$ cat config.mk
export PLATFORM = sky130hd
export DESIGN_NAME = rv_mem_stage
export DESIGN_NICKNAME = d
export VERILOG_FILES = /design/src/rtl/rv_mem_stage.sv
export SDC_FILE = /design/constraint.sdc
export NUM_CORES = 1
export LEC_CHECK = 0
export ABC_AREA = 1
export BUFFER_PORTS_ARGS = -buffer_cell sky130_fd_sc_hd__buf_2
export CORE_MARGIN = 8
export CORE_UTILIZATION = 45
export DETAILED_ROUTE_END_ITERATION = 10
export PLACE_DENSITY = 0.77
export SLEW_MARGIN = 20
export SYNTH_ARGS = -nofsm -noshare
export SYNTH_HDL_FRONTEND = slang
export SYNTH_SLANG_ARGS = --single-unit
$ cat constraint.sdc
create_clock -name i_clk -period 2 [get_ports i_clk]
set_input_delay 0.2 -clock i_clk [delete_from_list [all_inputs] [get_ports i_clk]]
set_output_delay 0.2 -clock i_clk [all_outputs]
set_load 0.02 [all_outputs]
$ cat src/rtl/rv_mem_stage.sv
`default_nettype none
// +----------------------------------------------------------------------------+
// | Module      : rv_mem_stage                                                  |
// | Description : Memory-access pipeline stage. Registers execute results,      |
// |               runs load/store transactions on a req/ack data bus with       |
// |               byte-lane steering and load extension, and stalls upstream    |
// |               while a transaction is outstanding.                           |
// | Revision    : 1.0 - initial release                                         |
// +----------------------------------------------------------------------------+
module rv_mem_stage #(
  parameter int TIMEOUT_CYCLES = 255
) (
  input  logic        i_clk,
  input  logic        i_reset,
  input  logic [31:0] i_alu_result,
  input  logic [31:0] i_rs2_val,
  input  logic [4:0]  i_rd,
  input  logic [29:0] i_pc_p4,
  input  logic [1:0]  i_res_src,
  input  logic [2:0]  i_funct3,
  input  logic        i_reg_write,
  input  logic        i_mem_read,
  input  logic        i_mem_write,
  output logic        o_dbus_req,
  output logic        o_dbus_we,
  output logic [29:0] o_dbus_addr,
  output logic [3:0]  o_dbus_be,
  output logic [31:0] o_dbus_wdata,
  input  logic        i_dbus_ack,
  input  logic [31:0] i_dbus_rdata,
  output logic        o_stall,
  output logic [31:0] o_alu_result,
  output logic [31:0] o_load_data,
  output logic [4:0]  o_rd,
  output logic        o_reg_write,
  output logic [29:0] o_pc_p4,
  output logic [1:0]  o_res_src,
  output logic        o_misaligned,
  output logic        o_bus_err
);

  typedef enum logic [0:0] {
    ST_IDLE = 1'b0,
    ST_REQ  = 1'b1
  } state_t;

  // Counter only needs to reach TIMEOUT_CYCLES-1 (REQ cycles are counted from 0).
  localparam int          CNT_W    = (TIMEOUT_CYCLES < 2) ? 1 : $clog2(TIMEOUT_CYCLES);
  localparam logic [31:0] CNT_LAST = (TIMEOUT_CYCLES > 0) ? 32'(TIMEOUT_CYCLES - 1) : 32'd0;
  localparam logic        TO_EN    = (TIMEOUT_CYCLES != 0);

  // Stage registers
  logic [31:0] r_alu_result;
  logic [31:0] r_rs2_val;
  logic [4:0]  r_rd;
  logic [29:0] r_pc_p4;
  logic [1:0]  r_res_src;
  logic [2:0]  r_funct3;
  logic        r_reg_write;
  logic        r_mem_read;
  logic        r_mem_write;

  state_t             r_state;
  state_t             w_next_state;
  logic [CNT_W-1:0]   r_cnt;

  logic        w_stall;
  logic        w_req;
  logic        w_timeout;
  logic        w_in_go;
  logic        w_cur_mis;
  logic [1:0]  w_off;
  logic [3:0]  w_be;
  logic [31:0] w_wdata;
  logic [7:0]  w_byte;
  logic [15:0] w_half;
  logic [31:0] w_load_ext;

  // Access size depends on direction: stores treat every funct3 other than
  // SB/SH as a word, loads decode size from funct3[1:0] (bit 2 is the
  // unsigned flag).
  function automatic logic f_misaligned(input logic [2:0] f3, input logic is_store,
                                        input logic [1:0] off);
    logic half;
    logic word;
    if (is_store) begin
      half = (f3 == 3'b001);
      word = (f3 != 3'b000) && (f3 != 3'b001);
    end else begin
      half = (f3[1:0] == 2'b01);
      word = f3[1];
    end
    return (half & off[0]) | (word & (off != 2'b00));
  endfunction

  // Incoming op that will start a bus transaction once captured.
  assign w_in_go = (i_mem_read | i_mem_write) &
                   ~f_misaligned(i_funct3, i_mem_write, i_alu_result[1:0]);

  // Op currently held in the stage is misaligned (never issued to the bus).
  assign w_cur_mis = (r_mem_read | r_mem_write) &
                     f_misaligned(r_funct3, r_mem_write, r_alu_result[1:0]);

  assign w_off = r_alu_result[1:0];

  // State register
  always_ff @(posedge i_clk) begin
    if (i_reset) r_state <= ST_IDLE;
    else         r_state <= w_next_state;
  end

  // Next state, stall, request and timeout decode
  always_comb begin
    w_next_state = r_state;
    w_stall      = 1'b0;
    w_req        = 1'b0;
    w_timeout    = 1'b0;
    case (r_state)
      ST_IDLE: begin
        w_stall = 1'b0;
      end
      ST_REQ: begin
        w_timeout = TO_EN & ~i_dbus_ack & (32'(r_cnt) == CNT_LAST);
        w_stall   = ~i_dbus_ack & ~w_timeout;
        w_req     = ~w_timeout;
      end
      default: begin
        w_next_state = ST_IDLE;
      end
    endcase
    // Whenever the stage advances, the captured op decides the next state.
    if (!w_stall) w_next_state = w_in_go ? ST_REQ : ST_IDLE;
  end

  // Wait-cycle counter: cleared whenever the stage advances, counts stalled REQ cycles
  always_ff @(posedge i_clk) begin
    if (i_reset)       r_cnt <= '0;
    else if (!w_stall) r_cnt <= '0;
    else               r_cnt <= r_cnt + 1'b1;
  end

  // Stage registers capture the execute results whenever the stage is not stalled
  always_ff @(posedge i_clk) begin
    if (i_reset) begin
      r_alu_result <= '0;
      r_rs2_val    <= '0;
      r_rd         <= '0;
      r_pc_p4      <= '0;
      r_res_src    <= '0;
      r_funct3     <= '0;
      r_reg_write  <= 1'b0;
      r_mem_read   <= 1'b0;
      r_mem_write  <= 1'b0;
    end else if (!w_stall) begin
      r_alu_result <= i_alu_result;
      r_rs2_val    <= i_rs2_val;
      r_rd         <= i_rd;
      r_pc_p4      <= i_pc_p4;
      r_res_src    <= i_res_src;
      r_funct3     <= i_funct3;
      r_reg_write  <= i_reg_write;
      r_mem_read   <= i_mem_read;
      r_mem_write  <= i_mem_write;
    end
  end

  // Store lane steering; loads always fetch the whole word
  always_comb begin
    w_be    = 4'hF;
    w_wdata = r_rs2_val;
    if (r_mem_write) begin
      case (r_funct3)
        3'b000: begin
          w_be    = 4'b0001 << w_off;
          w_wdata = {4{r_rs2_val[7:0]}};
        end
        3'b001: begin
          w_be    = w_off[1] ? 4'b1100 : 4'b0011;
          w_wdata = {2{r_rs2_val[15:0]}};
        end
        default: begin
          w_be    = 4'hF;
          w_wdata = r_rs2_val;
        end
      endcase
    end
  end

  // Load byte/half extraction and sign/zero extension
  always_comb begin
    w_byte = i_dbus_rdata[7:0];
    case (w_off)
      2'd0:    w_byte = i_dbus_rdata[7:0];
      2'd1:    w_byte = i_dbus_rdata[15:8];
      2'd2:    w_byte = i_dbus_rdata[23:16];
      default: w_byte = i_dbus_rdata[31:24];
    endcase
    w_half = w_off[1] ? i_dbus_rdata[31:16] : i_dbus_rdata[15:0];
    case (r_funct3)
      3'b000:  w_load_ext = {{24{w_byte[7]}}, w_byte};
      3'b100:  w_load_ext = {24'h0, w_byte};
      3'b001:  w_load_ext = {{16{w_half[15]}}, w_half};
      3'b101:  w_load_ext = {16'h0, w_half};
      default: w_load_ext = i_dbus_rdata;
    endcase
  end

  assign o_dbus_req   = w_req;
  assign o_dbus_we    = w_req & r_mem_write;
  assign o_dbus_addr  = r_alu_result[31:2];
  assign o_dbus_be    = w_req ? w_be : 4'h0;
  assign o_dbus_wdata = w_wdata;

  // Read data is only forwarded in the completing cycle so a stray bus value
  // never leaks out while idle or in reset.
  assign o_load_data  = ((r_state == ST_REQ) && i_dbus_ack) ? w_load_ext : 32'h0;

  assign o_stall      = w_stall;
  assign o_alu_result = r_alu_result;
  assign o_rd         = r_rd;
  assign o_pc_p4      = r_pc_p4;
  assign o_res_src    = r_res_src;
  assign o_misaligned = w_cur_mis;
  assign o_bus_err    = w_timeout;
  assign o_reg_write  = r_reg_write & ~w_stall & ~w_cur_mis & ~w_timeout;

endmodule
`default_nettype wire

==> results by group, run 1 <==
Min path
  – Min-delay worst type: in -> reg
  – Hold Startpoint: i_rs2_val[24]

Synth
  – Post-synthesis mux area share: 0%
  – Synth Area in Simple Gates: 29.4%
  – Post-synthesis sequential area ratio: 39.8%
  – Post-Syn Area per Cell: 6.71 sq um
  – Yosys warns: 0
  – Share of synthesized registers carrying an async set or reset: 0%
  – Ranking of synthesized cells by area: dfxtp_1 40%, nor2_1 16%, o21ai_0 11%, nand2_1 6.6%, buf_4 5.5%
  – Post-Synth XOR/XNOR Area: 0.450%
  – Main combinational cell family by area after synthesis: simple AND/OR/NAND/NOR gates
  – Mapped Cells: 871
  – Post-Syn Area: 0.00584 sq mm
  – Top_reg_cell synth: dfxtp_1
  – Netlist cell types: 32
  – Mapped Nets: 1015
  – Complex-gate fraction of the synthesized area: 15.7%
  – Number of synthesized register bits: 116
  – Share of the synthesized area in the top cell type: 39.8%
  – Largest area contributor in the netlist: dfxtp_1
  – Adder-Cell Fraction of Synth Area: 0.428%
  – Post-synth EDFFs: 0

CTS
  – CTS buffer count: 17
  – Worst-Skew Late Latency: 0.41 ns
  – Clk root buf: clkbuf_16
  – CTS tree: done
  – Clk pin slew, worst setup/hold paths: 0.06 ns
  – Total clock sinks: 116
  – Clock Path Buffers: 2
  – H-tree depth: 4

Worst setup path
  – Crit path to: o_dbus_wdata[20]
  – Arr. time, crit path: 1.78 ns
  – Worst r2r path cells: 10
  – Data required, critical path: 1.80 ns
  – FF-to-FF Start: r_cnt[0]
  – Worst reg2reg path endpoint: o_alu_result[28]
  – Worst Setup SP: r_mem_write
  – Startpoint Class: flip-flop
  – CP Capture Type: output pin
  – R2r setup slk: 0.23 ns
  – CP Class: reg -> out
  – CP max FO: 24

Placement
  – PortBufs: 314
  – GP Congestion: 0.867
  – Placed Area: 0.00728 sq mm
  – DPL Wire Length: 15.2 mm

Finish
  – Share of cells above drive strength 1: 37.8%
  – Most common cell after layout, fill and taps aside: buf_2
  – Layout area overhead: 40.2%
  – Nets@finish: 1296
  – Commonest cells after routing, fill and taps aside: 305 x buf_2, 239 x nor2_1, 126 x o21ai_0, 110 x dfxtp_1, 93 x nand2_1
  – Post-Layout Inst Area: 0.00819 sq mm

Die
  – Die H: 130 um
  – Initial Util: 46.1%
  – Core ar.: 0.0127 sq mm
  – Area of the die: 0.0169 sq mm
  – Die Wd: 130 um
  – IO Pins: 315
  – Rows: 41

Timing
  – Slew @ Worst Pin: 0.347 ns
  – Unrepaired setup endpoints after global routing: true
  – # setup viols final: 0
  – Post-Route Skew: 0.0129 ns
  – FMAX: 505 MHz
  – Period utilization: 98.9%
  – Max Slew Vio Count: 0
  – Hold Violations, Final: 0
  – Max_slew headroom: 76.8%
  – Hold WS: 0.0148 ns
  – Fin crit period: 1.98 ns

Detailed routing
  – DRC: 0
  – Total Wirelength: 20.6 mm
  – DRT antenna net count: 0
  – Number of vias per cell: 4.90
  – First-pass DRT Iterations: 5
  – DRT iter0 DRCs: 560
  – DR vias: 6560
  – Wire per inst: 15.4 um

Job
  – Max_cap viols: 0

Status
  – Status: complete, no violations

GRT
  – Initial antenna violation count: 2
  – Gr usage total: 23.0%
  – Grt ovf: 0
  – Global-route wire length before repair: 30.9 mm
  – Vias in the first global route: 6213
  – Largest net degree at the start of global routing: 69

Power and ir drop
  – Power per cell area: 870 mW/mm^2
  – Worst VDD drop: 0.574 mV
  – Lkg Pwr: 4.33 nW
[Yosys cell counts, types with 5 or more instances]
cell / n
a21oi_1: 25
buf_2: 20
buf_4: 43
buf_6: 5
clkbuf_1: 18
dfxtp_1: 116
inv_1: 72
nand2_1: 102
nand3_1: 12
nor2_1: 243
nor2_2: 22
nor3_1: 11
o21ai_0: 132
o21ai_1: 12
o22ai_1: 8
or2_2: 6
[where the power goes]
part / switching, mW / leakage (nW) / internal [mW]
Combinational: 0.994 / 3.08 / 0.559
Sequential: 0.111 / 0.968 / 2.48
Clock: 1.07 / 0.281 / 1.91
Total: 2.17 / 4.33 / 4.95
[layout make-up]
cell class | instances | area [sq um]
Inverter | 76 | 299
Multi-Input combinational cell | 595 | 2810
Clock buffer | 22 | 464
Fill cell | 1161 | 4480
Tap cell | 172 | 215
Timing Repair Buffer | 346 | 1940
Antenna cell | 1 | 2.50
Clock inverter | 10 | 124
Sequential cell | 116 | 2340
[kinds of logic (layout without fill, tap and decap cells)]
family | after synthesis | after routing
and+or+nand+nor | 408 | 410
AOI/OAI and AO/OA | 180 | 180
buffers and inverters | 162 | 454
DFF | 116 | 116
xor gates and xnor gates | 3 | 3
adders and majority gates | 2 | 2
other | 0 | 1
[critical path, stage by stage (launching register included)]
cell and delay (ns):
dfxtp_1 0.43, nand3_2 0.18, buf_4 0.26, o21ai_0 0.28
buf_2 0.23
[per-layer routing]
layer / track usage, % / part of all wire, % / routed length, um
met5: 0 / 0.10 / 21
met3: 8.53 / 10 / 2080
met1: 26.1 / 38 / 7930
met2: 38.0 / 49 / 10100
met4: 10.0 / 2.5 / 515
[per-stage QoR]
step | std cells | total power [mW] | setup TNS, ns | util, % | setup WS [ns]
global placement | 1291 | 4.08 | 0 | 57.5 | 0.360
global route | 1337 | 7.46 | -0.673 | 64.6 | -0.0632
CTS | 1330 | 7.12 | 0 | 62.9 | 0.0113
finish | 1338 | 7.13 | 0 | 64.6 | 0.0216
detailed placement | 1291 | 4.09 | 0 | 57.5 | 0.293
floorplan | 871 | 3.59 | 0 | - | 0.197
[state kept, by name, summed over array words and instances, names as in the netlist]
register	count
r_rs2_val	32
r_mem_read	1
o_alu_result	32
o_res_src	2
r_reg_write	1
r_funct3	3
r_mem_write	1
r_cnt	8
o_rd	5
r_state	1
o_pc_p4	30
[repair_timing]
| item | in CTS | in global routing |
|---|---|---|
| pin swaps | 1 | 5 |
| hold buffers | 6 | 3 |
| setup endpoints to repair | 38 | 45 |
| cloned | 0 | 3 |
| setup buffers | 1 | 1 |
| endpoints found under the hold margin | 6 | 3 |
| resized for setup | 11 | 52 |
[worst min path at each step]
stage / endpoint / slack, ns / cells past startpoint
global route: r_rs2_val[20] / 0.001 / 3
detailed placement: o_alu_result[25] / 0.43 / 3
global placement: o_pc_p4[28] / 0.42 / 3
finish: r_rs2_val[24] / 0.01 / 3
CTS: o_alu_result[16] / 0.0003 / 3
floorplan: o_pc_p4[10] / 0.33 / 2
No activity file was read; power rests on OpenSTA's default activity.
==> run 2, diff against run 1 <==
--- a/config.mk
+++ b/config.mk
@@ -7,6 +7,7 @@
 export LEC_CHECK = 0
 export ABC_AREA = 1
 export BUFFER_PORTS_ARGS = -buffer_cell sky130_fd_sc_hd__buf_2
+export CORE_ASPECT_RATIO = 1.5
 export CORE_MARGIN = 8
 export CORE_UTILIZATION = 45
 export DETAILED_ROUTE_END_ITERATION = 10
==> results by group, run 2 (synthesized netlist as in run 1, its figures left out) <==
Status
  – Status: complete, no violations

CTS
  – CTS tree: done
  – H-tree depth: 4 (unchanged)
  – Hold buffer count at cts: 0 (-6)
  – Worst-Skew Late Latency: 0.40 ns (about the same)
  – CTS buffer count: 17 (unchanged)
  – Total clock sinks: 116 (unchanged)
  – Clock Path Buffers: 2 (unchanged)
  – Clk pin slew, worst setup/hold paths: 0.06 ns (about the same)
  – Clk root buf: clkbuf_16

Timing
  – Post-Route Skew: 0.0102 ns (-0.00265 ns)
  – Unrepaired setup endpoints after global routing: true
  – Hold WS: 0.0201 ns (+0.00527 ns)
  – Slew @ Worst Pin: 0.398 ns (+0.0509 ns)
  – Period utilization: 97.7% (-1.2 points)
  – Max_slew headroom: 73.5% (-3.3 points)
  – Fin crit period: 1.95 ns (-0.0241 ns)
  – # setup viols final: 0 (unchanged)
  – FMAX: 512 MHz (+1.2%)
  – Max Slew Vio Count: 0 (unchanged)
  – Setup WS post-layout: 0.0457 ns (+0.0241 ns)
  – Hold Violations, Final: 0 (unchanged)
  – Setup TNS: 0 ns (unchanged)

Die
  – Area of the die: 0.0170 sq mm (+0.45%)
  – Core ar.: 0.0128 sq mm (+1.2%)
  – Die Wd: 109 um (-16%)
  – Die H: 156 um (+20%)
  – Initial Util: 45.5% (-0.56 points)
  – Rows: 51 (+24%)
  – IO Pins: 315 (unchanged)

Power and ir drop
  – Lkg Pwr: 4.32 nW (-0.21%)
  – Worst VDD drop: 0.661 mV (+15%)
  – Power per cell area: 894 mW/mm^2 (+2.7%)
  – Pwr Total: 7.30 mW (+2.4%)

Worst setup path
  – CP max stage cell: dfxtp_4
  – Crit path buf inv count: 3 (+1)
  – CP Class: reg -> out
  – Data required, critical path: 1.80 ns (about the same)
  – Worst reg2reg path endpoint: o_alu_result[1]
  – Worst r2r path cells: 9 (-1)
  – CP Capture Type: output pin
  – R2r setup slk: 0.42 ns (+0.19 ns)
  – CP delay by family, top: simple AND/OR/NAND/NOR gates
  – CP Cell Sequence: inv_1 -> nor2_2 -> nand2_1 -> buf_6 -> nor2_1 -> nor2_1 -> nor2_1 -> buf_2
  – Arr. time, crit path: 1.75 ns (-0.03 ns)
  – Startpoint Class: flip-flop
  – CP max FO: 10 (-58%)
  – Most frequent CP cell: nor2_1
  – FF-to-FF Start: r_cnt[0]
  – Crit path largest cell delay: 0.38 ns (-0.05 ns)

Detailed routing
  – Total Wirelength: 21.4 mm (+3.5%)
  – DRT antenna net count: 0 (unchanged)
  – Wire per inst: 16.2 um (+5.2%)
  – DRC: 0 (unchanged)
  – Number of vias per cell: 5.01 (+2.3%)
  – DRT iter0 DRCs: 376 (-33%)
  – First-pass DRT Iterations: 5 (unchanged)
  – DR vias: 6604 (+0.67%)

Placement
  – Placed Area: 0.00726 sq mm (-0.31%)
  – PortBufs: 314 (unchanged)
  – DP Worst Slack: 0.297 ns (+0.00348 ns)
  – GP Congestion: 0.934 (+7.8%)
  – Post-Place Cells: 1277 (-1.1%)
  – DPL Wire Length: 16.0 mm (+5.4%)

Finish
  – Most common cell after layout, fill and taps aside: buf_2
  – Diodes inserted: 0 (-1)
  – Post-Layout Inst Area: 0.00816 sq mm (-0.35%)
  – Layout area overhead: 39.7%
  – Fillers: 1169 (+0.69%)
  – Nets@finish: 1289 (-0.54%)
  – Post-layout util: 63.6% (-1.0 points)
  – Share of cells above drive strength 1: 38.9% (+1.1 points)
  – Commonest cells after routing, fill and taps aside: 292 x buf_2, 241 x nor2_1, 128 x o21ai_0, 110 x dfxtp_1, 85 x nand2_1
  – Layout Cells excl Fill: 1317 (-1.6%)

GRT
  – Routing usage on met2: 41.6% (+3.7 points)
  – GR peak layer: met2
  – Grt ovf: 0 (unchanged)
  – Gr usage total: 23.7% (+0.70 points)
  – Largest net degree at the start of global routing: 73 (+5.8%)
  – Met3 Use GR: 8.85% (+0.32 points)
  – Initial antenna violation count: 1 (-1)
  – Vias in the first global route: 6424 (+3.4%)
  – Met1 GRT Util: 24.1% (-2.1 points)
  – Global-route wire length before repair: 32.1 mm (+3.7%)

Job
  – Max_cap viols: 0 (unchanged)

Min path
  – Min-delay worst type: in -> reg
  – Hold Path Depth: 3 (unchanged)
  – Hold EP: r_rs2_val[1]
  – Hold Startpoint: i_rs2_val[1]
## run 2: cell types whose count changed in the layout (fill, tap and decap cells not counted), sizes merged
cell / change
clkbuf: -5
inv: +1
bufinv: +1
diode: -1
clkinv: +2
dlygate4sd3: -9
buf: +3
## run 2: worst max path at each step
stage,end,start,depth (start not counted)
after floorplan,o_load_data[6],o_alu_result[1],6
after global placement,o_dbus_wdata[11],r_funct3[0],8
after detailed placement,o_dbus_wdata[11],r_funct3[0],8
after CTS,o_dbus_wdata[11],r_funct3[1],7
after global routing,o_dbus_be[2],r_funct3[0],8
final,o_dbus_be[2],r_funct3[0],8
## run 2: cell type report
type                    count  area [sq um]  share of cell area [%]
repair buffers            339          1890                    23.2
clock buffers              18           439                    5.38
multi-input cells         595          2810                    34.5
well taps                 159           199                    2.44
clock inverters            14           176                    2.16
inverters                  76           299                    3.67
flip-flops and latches    116          2340                    28.7
## run 2: report_power, final
part           internal, mW  switching, mW  total [mW]
clock                  2.01           1.12        3.13
sequential             2.48          0.114        2.59
combinational         0.569           1.00        1.57
## run 2: metal layers
| metal | vias to the layer above | share of wire [%] |
|---|---|---|
| met5 | - | 0.056 |
| met4 | 2 | 2.9 |
| met3 | 45 | 11 |
| met2 | 309 | 51 |
| met1 | 2990 | 35 |
| li1 | 3258 | - |
## run 2: repair_timing
item	4_1_cts	5_1_grt
pin swaps	0	9
setup buffers	0	6
cloned	0	2
setup endpoints to repair	47	55
gates resized for setup	8	77
## run 2: tightest hold or removal path: stages
cell and delay, ns:
buf_2 0.07, nor2_1 0.03, nor2_1 0.08
==> run 3, diff against run 2 <==
--- a/config.mk
+++ b/config.mk
@@ -7,11 +7,13 @@
 export LEC_CHECK = 0
 export ABC_AREA = 1
 export BUFFER_PORTS_ARGS = -buffer_cell sky130_fd_sc_hd__buf_2
+export CELL_PAD_IN_SITES_DETAIL_PLACEMENT = 1
+export CELL_PAD_IN_SITES_GLOBAL_PLACEMENT = 1
 export CORE_ASPECT_RATIO = 1.5
 export CORE_MARGIN = 8
-export CORE_UTILIZATION = 45
+export CORE_UTILIZATION = 30
 export DETAILED_ROUTE_END_ITERATION = 10
-export PLACE_DENSITY = 0.77
+export PLACE_DENSITY_LB_ADDON = 0.1
 export SLEW_MARGIN = 20
 export SYNTH_ARGS = -nofsm -noshare
 export SYNTH_HDL_FRONTEND = slang
==> results by group, run 3 (synthesized netlist as in run 1, its figures left out) <==
Placement
  – DPL Wire Length: 19.3 mm (+20%)
  – PortBufs: 314 (unchanged)
  – DP Worst Slack: 0.146 ns (-0.150 ns)
  – GP Congestion: 0.850 (-9.0%)
  – Post-Place Cells: 1383 (+8.3%)

CTS
  – CTS buffer count: 17 (unchanged)
  – Clock Path Buffers: 2 (unchanged)
  – Worst-Skew Late Latency: 0.40 ns (about the same)
  – Clk root buf: clkbuf_16
  – CTS tree: done
  – H-tree depth: 4 (unchanged)
  – Clk pin slew, worst setup/hold paths: 0.06 ns (about the same)
  – Total clock sinks: 116 (unchanged)

Timing
  – Period utilization: 98.5% (+0.79 points)
  – Max Slew Vio Count: 0 (unchanged)
  – Post-Route Skew: 0.0108 ns (+0.000584 ns)
  – Max_slew headroom: 64.8% (-8.7 points)
  – FMAX: 508 MHz (-0.81%)
  – Setup TNS: 0 ns (unchanged)
  – Slew @ Worst Pin: 0.528 ns (+0.130 ns)
  – Setup WS post-layout: 0.0298 ns (-0.0159 ns)
  – Hold Violations, Final: 0 (unchanged)
  – Unrepaired setup endpoints after global routing: true
  – Fin crit period: 1.97 ns (+0.0159 ns)
  – # setup viols final: 0 (unchanged)

Detailed routing
  – Total Wirelength: 25.3 mm (+18%)
  – Number of vias per cell: 4.59 (-8.4%)
  – Wire per inst: 17.7 um (+9.0%)
  – DR vias: 6565 (-0.59%)
  – DRC: 0 (unchanged)
  – First-pass DRT Iterations: 4 (-1)
  – DRT antenna net count: 0 (unchanged)
  – DRT iter0 DRCs: 216 (-43%)

Status
  – Status: complete, no violations

Min path
  – Min-delay worst type: in -> reg

Worst setup path
  – Data required, critical path: 1.80 ns (about the same)
  – Crit path largest cell delay: 0.37 ns (about the same)
  – CP Capture Type: output pin
  – CP Class: reg -> out
  – Crit path buf inv count: 3 (unchanged)
  – CP max stage cell: dfxtp_4
  – CP max FO: 8 (-2)
  – CP Cell Sequence: buf_6 -> nand2_4 -> nand2_2 -> nand2_2 -> nand2_2 -> nand3_4 -> nand3_4 -> nand2_2 -> inv_2 -> buf_6
  – Startpoint Class: flip-flop
  – Most frequent CP cell: nand2_2
  – Arr. time, crit path: 1.77 ns (+0.02 ns)
  – CP delay by family, top: simple AND/OR/NAND/NOR gates

Finish
  – Layout area overhead: 47.0%
  – Layout Cells excl Fill: 1430 (+8.6%)
  – Share of cells above drive strength 1: 41.5% (+2.7 points)
  – Most common cell after layout, fill and taps aside: buf_2
  – Nets@finish: 1306 (+1.3%)
  – Area of the multi-input gates: 0.00288 sq mm (+2.5%)
  – Register area: 0.00234 sq mm (about the same)
  – Commonest cells after routing, fill and taps aside: 283 x buf_2, 239 x nor2_1, 123 x o21ai_0, 109 x dfxtp_1, 83 x nand2_1
  – Post-layout util: 44.8% (-19 points)
  – Fillers: 2544 (+120%)

Power and ir drop
  – Power per cell area: 864 mW/mm^2 (-3.4%)
  – Worst VDD drop: 0.495 mV (-25%)
  – Lkg Pwr: 4.44 nW (+2.6%)

Die
  – Initial Util: 30.5% (-15 points)
  – Die H: 187 um (+20%)
  – Rows: 62 (+22%)
  – Die Wd: 130 um (+19%)
  – Core ar.: 0.0192 sq mm (+49%)
  – Area of the die: 0.0243 sq mm (+43%)
  – IO Pins: 315 (unchanged)

GRT
  – Largest net degree at the start of global routing: 71 (-2.7%)
  – Gr usage total: 19.9% (-3.8 points)
  – Vias in the first global route: 6995 (+8.9%)
  – Initial antenna violation count: 2 (+1)
  – Grt ovf: 0 (unchanged)
  – Global-route wire length before repair: 37.7 mm (+18%)

Job
  – Max_cap viols: 0 (unchanged)
run 3: worst paths after layout:
kind / end / slack, ns / startpoint / cells past startpoint
max: o_load_data[27] / 0.03 / o_alu_result[1] / 10
min: o_alu_result[22] / 0.02 / i_alu_result[22] / 3
max reg2reg: o_alu_result[1] / 0.26 / r_cnt[0] / 10
min reg2reg: r_cnt[0] / 0.42 / r_cnt[0] / 1
run 3: metal layers:
layer / global-route usage (%) / wire length, um / up-vias
met4: 7.13 / 583 / 2
met1: 19.7 / 9210 / 3023
met2: 37.6 / 13600 / 223
li1: - / - / 3287
met5: 0 / 8 / -
met3: 5.79 / 1860 / 30
run 3: per-stage QoR:
step	total power [mW]	instance area, sq um	hold WS [ns]
2_1_floorplan	3.59	5840	0.328
3_3_place_gp	4.18	7460	0.421
3_5_place_dp	4.19	7460	0.428
4_1_cts	7.41	8170	0.0000433
5_1_grt	7.76	8580	0.00391
6_report	7.42	8580	0.0170
run 3: final cells by class:
type,instances,area share [%]
Timing Repair Buffer,356,24.8
Clock inverter,9,1.81
Clock buffer,21,5.25
Sequential cell,116,27.3
Inverter,76,3.48
Multi-Input combinational cell,594,33.6
Timing Repair inverter,1,0.0875
Antenna cell,1,0.0292
Tap cell,256,3.73
run 3: repair_timing:
action | CTS | global route
setup buffers | 2 | 10
hold endpoints to repair | 2 | 0
gates resized for setup | 28 | 117
gates cloned | 1 | 1
pin swaps | 0 | 12
setup endpoints to repair | 57 | 47
hold buffers | 2 | 0
run 3: where the power goes:
part / switching, mW / total [mW] / internal (mW)
clock network: 1.04 / 3.14 / 2.10
logic: 1.07 / 1.68 / 0.614
registers: 0.112 / 2.59 / 2.48
total: 2.22 / 7.42 / 5.20
run 3: tightest hold or removal path: stages:
cell and delay [ns]:
buf_2 0.07, nor2_1 0.03, nor2_1 0.08
